File: src/rtl/mole_pkg.sv
// Shared state type, default LFSR constants and a width helper for the mole scheduler.
package mole_pkg;

  typedef enum logic [1:0] {
    ST_IDLE,
    ST_PICK,
    ST_UP,
    ST_GAP
  } state_t;

  localparam logic [15:0] DEF_TAPS = 16'hB400;
  localparam logic [15:0] DEF_SEED = 16'hACE1;

  // Index width for n holes; never below 1 so a 2-hole build still has a bit.
  function automatic int clog2(input int n);
    int w;
    w = 1;
    while ((1 << w) < n) w++;
    return w;
  endfunction

endpackage

File: src/rtl/mole_lfsr.sv
// Free-running Galois LFSR (right shift, XOR taps when a 1 falls out).
// A zero seed would lock the register at zero, so it is replaced by 1.
module mole_lfsr
  import mole_pkg::*;
#(
  parameter int                LFSR_W = 16,
  parameter logic [LFSR_W-1:0] TAPS   = LFSR_W'(DEF_TAPS),
  parameter logic [LFSR_W-1:0] SEED   = LFSR_W'(DEF_SEED)
) (
  input  logic              i_clk,
  input  logic              i_rst,
  output logic [LFSR_W-1:0] o_value
);

  localparam logic [LFSR_W-1:0] INIT = (SEED == '0) ? LFSR_W'(1) : SEED;

  logic [LFSR_W-1:0] r_lfsr;

  always_ff @(posedge i_clk or posedge i_rst) begin
    if (i_rst) r_lfsr <= INIT;
    else       r_lfsr <= (r_lfsr >> 1) ^ (r_lfsr[0] ? TAPS : '0);
  end

  assign o_value = r_lfsr;

endmodule

File: src/rtl/mole_scheduler.sv
// Whak-a-Mole hole selector: random one-hot mole, timed up/gap windows, hit scoring.
// Optional MOLE_NO_REPEAT_EN: never light the same hole twice in a row within one game.
//   state | meaning
//   IDLE  | game stopped, outputs dark, score held
//   PICK  | one cycle, choose hole from LFSR and load up timer
//   UP    | mole lit, waiting for hit or timeout
//   GAP   | dark interval before the next pick
module mole_scheduler
  import mole_pkg::*;
#(
  parameter int                N_HOLES = 4,
  parameter int                LFSR_W  = 16,
  parameter logic [LFSR_W-1:0] TAPS    = LFSR_W'(DEF_TAPS),
  parameter logic [LFSR_W-1:0] SEED    = LFSR_W'(DEF_SEED),
  parameter int                TIMER_W = 8,
  parameter int                SCORE_W = 8
) (
  input  logic               i_clk,
  input  logic               i_rst,
  input  logic               i_start,
  input  logic [TIMER_W-1:0] i_up_cycles,
  input  logic [TIMER_W-1:0] i_gap_cycles,
  input  logic [N_HOLES-1:0] i_hit_in,
  output logic [N_HOLES-1:0] o_mole_out,
  output logic               o_hit_pulse,
  output logic               o_miss_pulse,
  output logic [SCORE_W-1:0] o_score,
  output logic               o_busy
);

  localparam int                 IDX_W  = clog2(N_HOLES);
  localparam logic [IDX_W:0]     N_WIDE = (IDX_W+1)'(N_HOLES);
  localparam logic [N_HOLES-1:0] HOT0   = {{(N_HOLES-1){1'b0}}, 1'b1};

  state_t             r_state, w_state_nxt;
  logic [TIMER_W-1:0] r_timer, w_timer_nxt;
  logic [IDX_W-1:0]   r_cur_idx, w_cur_idx_nxt;
  logic [N_HOLES-1:0] r_mole_out, w_mole_nxt;
  logic [N_HOLES-1:0] r_hit_prev, w_press;
  logic               r_hit_pulse, w_hit_nxt;
  logic               r_miss_pulse, w_miss_nxt;
  logic [SCORE_W-1:0] r_score, w_score_nxt;
  logic [LFSR_W-1:0]  w_lfsr;
  logic [IDX_W:0]     w_raw, w_wrap;
  logic [IDX_W-1:0]   w_idx;
  logic [TIMER_W-1:0] w_up_load, w_gap_load;
  logic               w_unused;

  mole_lfsr #(
    .LFSR_W(LFSR_W),
    .TAPS  (TAPS),
    .SEED  (SEED)
  ) u_lfsr (
    .i_clk  (i_clk),
    .i_rst  (i_rst),
    .o_value(w_lfsr)
  );

  assign w_press    = i_hit_in & ~r_hit_prev;
  assign w_up_load  = (i_up_cycles  == '0) ? TIMER_W'(1) : i_up_cycles;
  assign w_gap_load = (i_gap_cycles == '0) ? TIMER_W'(1) : i_gap_cycles;

  // Raw index can exceed N_HOLES-1 by less than N_HOLES, so one subtract folds it back.
  assign w_raw    = {1'b0, w_lfsr[IDX_W-1:0]};
  assign w_wrap   = (w_raw >= N_WIDE) ? (w_raw - N_WIDE) : w_raw;
  assign w_unused = ^{w_lfsr[LFSR_W-1:IDX_W], w_wrap[IDX_W]};

`ifdef MOLE_NO_REPEAT_EN
  localparam logic [IDX_W-1:0] LAST_IDX = IDX_W'(N_HOLES - 1);
  logic r_prev_valid;

  always_ff @(posedge i_clk or posedge i_rst) begin
    if (i_rst)                   r_prev_valid <= 1'b0;
    else if (r_state == ST_IDLE) r_prev_valid <= 1'b0;
    else if (r_state == ST_PICK) r_prev_valid <= 1'b1;
  end

  always_comb begin
    w_idx = w_wrap[IDX_W-1:0];
    if (r_prev_valid && (w_idx == r_cur_idx))
      w_idx = (w_idx == LAST_IDX) ? '0 : w_idx + 1'b1;
  end
`else
  always_comb begin
    w_idx = w_wrap[IDX_W-1:0];
  end
`endif

  always_comb begin
    w_state_nxt   = r_state;
    w_timer_nxt   = r_timer;
    w_cur_idx_nxt = r_cur_idx;
    w_mole_nxt    = r_mole_out;
    w_score_nxt   = r_score;
    w_hit_nxt     = 1'b0;
    w_miss_nxt    = 1'b0;
    if (r_state == ST_IDLE) begin
      w_mole_nxt = '0;
      if (i_start) begin
        w_state_nxt = ST_PICK;
        w_score_nxt = '0;
      end
    end else if (!i_start) begin
      w_state_nxt = ST_IDLE;
      w_mole_nxt  = '0;
    end else begin
      case (r_state)
        ST_PICK: begin
          w_cur_idx_nxt = w_idx;
          w_mole_nxt    = HOT0 << w_idx;
          w_timer_nxt   = w_up_load;
          w_state_nxt   = ST_UP;
        end
        ST_UP: begin
          // A hit wins over a timeout landing on the same cycle.
          if (w_press[r_cur_idx]) begin
            w_hit_nxt   = 1'b1;
            w_score_nxt = (r_score == '1) ? r_score : r_score + 1'b1;
            w_mole_nxt  = '0;
            w_timer_nxt = w_gap_load;
            w_state_nxt = ST_GAP;
          end else if (r_timer <= TIMER_W'(1)) begin
            w_miss_nxt  = 1'b1;
            w_mole_nxt  = '0;
            w_timer_nxt = w_gap_load;
            w_state_nxt = ST_GAP;
          end else begin
            w_timer_nxt = r_timer - 1'b1;
          end
        end
        ST_GAP: begin
          if (r_timer <= TIMER_W'(1)) w_state_nxt = ST_PICK;
          else                        w_timer_nxt = r_timer - 1'b1;
        end
        default: w_state_nxt = ST_IDLE;
      endcase
    end
  end

  always_ff @(posedge i_clk or posedge i_rst) begin
    if (i_rst) begin
      r_state      <= ST_IDLE;
      r_timer      <= '0;
      r_cur_idx    <= '0;
      r_mole_out   <= '0;
      r_hit_pulse  <= 1'b0;
      r_miss_pulse <= 1'b0;
      r_score      <= '0;
      r_hit_prev   <= '0;
    end else begin
      r_state      <= w_state_nxt;
      r_timer      <= w_timer_nxt;
      r_cur_idx    <= w_cur_idx_nxt;
      r_mole_out   <= w_mole_nxt;
      r_hit_pulse  <= w_hit_nxt;
      r_miss_pulse <= w_miss_nxt;
      r_score      <= w_score_nxt;
      r_hit_prev   <= i_hit_in;
    end
  end

  assign o_mole_out   = r_mole_out;
  assign o_hit_pulse  = r_hit_pulse;
  assign o_miss_pulse = r_miss_pulse;
  assign o_score      = r_score;
  assign o_busy       = (r_state != ST_IDLE);

endmodule

File: config.mk
export PLATFORM = sky130hd
export DESIGN_NAME = mole_scheduler
export DESIGN_NICKNAME = d
export VERILOG_FILES = /design/src/rtl/mole_pkg.sv /design/src/rtl/mole_lfsr.sv /design/src/rtl/mole_scheduler.sv
export SDC_FILE = /design/constraint.sdc
export NUM_CORES = 1
export LEC_CHECK = 0
export BUFFER_PORTS_ARGS = -buffer_cell sky130_fd_sc_hd__buf_2
export CORE_MARGIN = 10
export CORE_UTILIZATION = 30
export CTS_BUF_LIST = sky130_fd_sc_hd__clkbuf_2 sky130_fd_sc_hd__clkbuf_4 sky130_fd_sc_hd__clkbuf_8
export CTS_CLUSTER_DIAMETER = 120
export DETAILED_ROUTE_END_ITERATION = 10
export PLACE_DENSITY_LB_ADDON = 0.3
export REMOVE_ABC_BUFFERS = 1
export SETUP_SLACK_MARGIN = 0.3
export SLEW_MARGIN = 20
export SYNTH_ARGS = -nofsm -noshare
export SYNTH_HDL_FRONTEND = slang
export SYNTH_SLANG_ARGS = --single-unit
File: constraint.sdc
create_clock -name i_clk -period 3.6 [get_ports i_clk]
set_clock_uncertainty 0.1 [all_clocks]
set_input_delay 0.54 -clock i_clk [delete_from_list [all_inputs] [get_ports i_clk]]
set_output_delay 0.54 -clock i_clk [all_outputs]
set_load 0.05 [all_outputs]
==> results by group <==
Power
  • PD cells: 700 nW/um^2
  • Total power: 1.90 mW
  • Maximum VDD drop: 0.000335 V
  • Cell leakage power: 1.23 nW

Clock network
  • Skew-Pair Late Insertion Delay: 290 ps
  • Clk root buf: clkbuf_8
  • Clock buffer depth: 2
  • TritonCTS clock tree: built
  • CTS Hold Buffers Added: 0
  • Clock sinks: 46
  • Cts repair resizes: 0
  • Total CTS buffers: 5
  • CTS H-tree lvls: 2
  • Setup Buffers After CTS: 0
  • Worst-path clk slew: 90 ps

Critical path
  • Crit path max fanout: 9
  • CP Class: flip-flop to flip-flop
  • Crit path required time: 3680 ps
  • Cells on worst reg2reg path: 7
  • Worst EP arrival: 2490 ps
  • Crit path capture type: flip-flop
  • CP Launch Type: flip-flop

Timing
  • Slew headroom: 0.574
  • Max Clk Rate: 416 MHz
  • Worst-margin pin slew: 639 ps
  • RSZ-0062 raised after global routing: false
  • Final hold violation count: 0
  • Final setup viols: 0
  • Slew Viols, Final: 0
  • Sum of negative setup slack: 0 ps
  • Tmin final: 2400 ps
  • Post-route clock period utilization: 0.668

Synthesis
  • Post-synth top area share: 0.411
  • Cell count after synthesis: 214
  • Commonest cells post-synth: dfrtp_1, nand2_1, nor2_1, a21oi_1, inv_1
  • Area leader, netlist: dfrtp_1
  • Synthesized area: 2320 sq um
  • Largest cells by area after synthesis: dfrtp_1, dfstp_2, ha_1, a221o_1, nand2_1
  • Post-synthesis register bit count: 46
  • Warnings, synthesis: 0
  • Count leader, synth: dfrtp_1
  • Asr flop ratio synth: 1.00
  • Post-synth EDFFs: 0
  • Seq/Total Area, Yosys: 0.501
  • Syn_area_per_cell: 10.8 sq um
  • Post-synthesis cell type count: 53
  • Ys flop type: dfrtp_1

Finish
  • # nets final: 282
  • Area growth, synth to finish: 17.3%
  • Finished Cell Area: 2720 sq um
  • Fillcell total: 742
  • Post-Layout Cell Count: 351
  • Ant diodes: 0
  • Layout cells sized above 1: 0.278

Worst hold path
  • Min-Delay Path Class: flip-flop to flip-flop
  • Worst Hold Depth: 0

Placed design
  • Area of placed instances: 2600 sq um
  • GPL Wtd Cong: 0.812
  • Placed cells: 343
  • I/O Buffers: 37
  • DPL Wire Length: 3960 um

Detailed routing
  • Routed len/inst: 15.3 um
  • DR WL met2: 2530 um
  • Vias per inst: 5.09
  • WL met1: 2550 um
  • Post-Route WL: 5360 um
  • Met3 WL post-DR: 232 um
  • DRT Pass-1 Iters: 4
  • Residual DRC: 0
  • Antenna Nets Post-Route: 0
  • Max layer used: met4
  • Vias: 1785
  • 1st-iter DRT viols: 124

Die
  • Die area: 11600 sq um
  • FP Rows: 31
  • Die Span Y: 108 um
  • Chip Width: 108 um
  • Top Ports: 38
  • Core Area: 7370 sq um
  • Initial Util: 0.314

Global routing
  • Number of global-route vias before repair: 1726
  • Grt ovf: 0
  • Largest net degree at the start of global routing: 47
  • GRT Util Overall: 0.0937
  • Initial antenna violation count: 0
  • First-pass GRT wire length: 8910 um

Job
  • Max-Cap Viols: 0

Status
  • Status: completed
## area by class of cell
cell class | instances | area, sq um | share of cell area
multi-input combinational | 147 | 1070 | 0.393
inverter | 11 | 41.3 | 0.0152
clock buffer | 6 | 76.3 | 0.0281
clock inverter | 2 | 37.5 | 0.0138
sequential | 46 | 1160 | 0.427
tap | 99 | 124 | 0.0456
timing repair buffer | 40 | 208 | 0.0765
## sequential cells by signal, indices dropped and copies added, names as in the netlist
signal          flops
u_lfsr.o_value     16
o_hit_pulse         1
r_state             2
r_cur_idx           2
o_mole_out          4
o_miss_pulse        1
r_timer             8
r_hit_prev          4
o_score             8
## report_power, final
| group | switching [mW] | internal, mW |
|---|---|---|
| registers | 0.109 | 0.602 |
| clock network | 0.178 | 0.215 |
| logic | 0.510 | 0.287 |
## worst max-delay path, stage by stage (launching register included)
cell,delay (ps)
dfrtp_1,440
inv_1,110
ha_1,220
or2_1,180
nand3_2,230
a31oi_2,480
and4bb_1,270
a221o_1,260
## stage by stage
step	hold slack (ps)	util	worst slack, ps
global placement	233	0.353	1170
finish	254	0.369	1200
floorplan	231	-	1240
global route	239	0.369	999
CTS	256	0.369	1230
detailed placement	236	0.353	1130
## path summary, 6_finish.rpt
path / end / slack [ps] / from
max in group asynchronous: o_mole_out[3] / 2740 / i_rst
max reg2reg: r_timer[3] / 1200 / r_timer[0]
max: r_timer[3] / 1200 / r_timer[0]
min: u_lfsr.o_value[2] / 250 / u_lfsr.o_value[3]
min in group asynchronous: r_state[1] / 280 / i_rst
min reg2reg: u_lfsr.o_value[2] / 250 / u_lfsr.o_value[3]
## logic make-up after synthesis
family / after synthesis / share of synthesized area
AOI/OAI and AO/OA: 52 / 0.173
and+or+nand+nor: 80 / 0.215
xor gates and xnor gates: 3 / 0.0113
adders and majority gates: 8 / 0.0432
muxes: 4 / 0.0189
buffers and inverters: 21 / 0.0373
DFF: 46 / 0.501
## layer usage
layer / vias up / GRT usage
met4: 0 / 0.0258
li1: 873 / -
met3: 5 / 0.0234
met2: 43 / 0.145
met1: 864 / 0.126
met5: - / 0
## placed cells by master (no fill, tap or decap), types with 2 or more instances in the layout
cell type / count
nor4_1: 3
nor2b_1: 2
nor3b_1: 4
o211ai_1: 6
buf_2: 37
nor2_1: 15
nor4b_1: 3
a311o_1: 2
xor2_1: 3
nor3_2: 3
a32o_1: 3
mux2_2: 3
nor3_1: 7
nand3_1: 4
ha_1: 8
a22oi_1: 2
a21oi_1: 11
nand2b_1: 4
nand2_1: 16
nand4_1: 6
o221ai_1: 2
and4bb_1: 2
a221o_1: 6
clkbuf_8: 5
inv_1: 10
a22o_1: 3
dfstp_2: 8
buf_4: 3
and3_1: 2
o21ai_1: 3
dfrtp_1: 38
a21o_1: 2
Power figures use the tool's default switching activity.
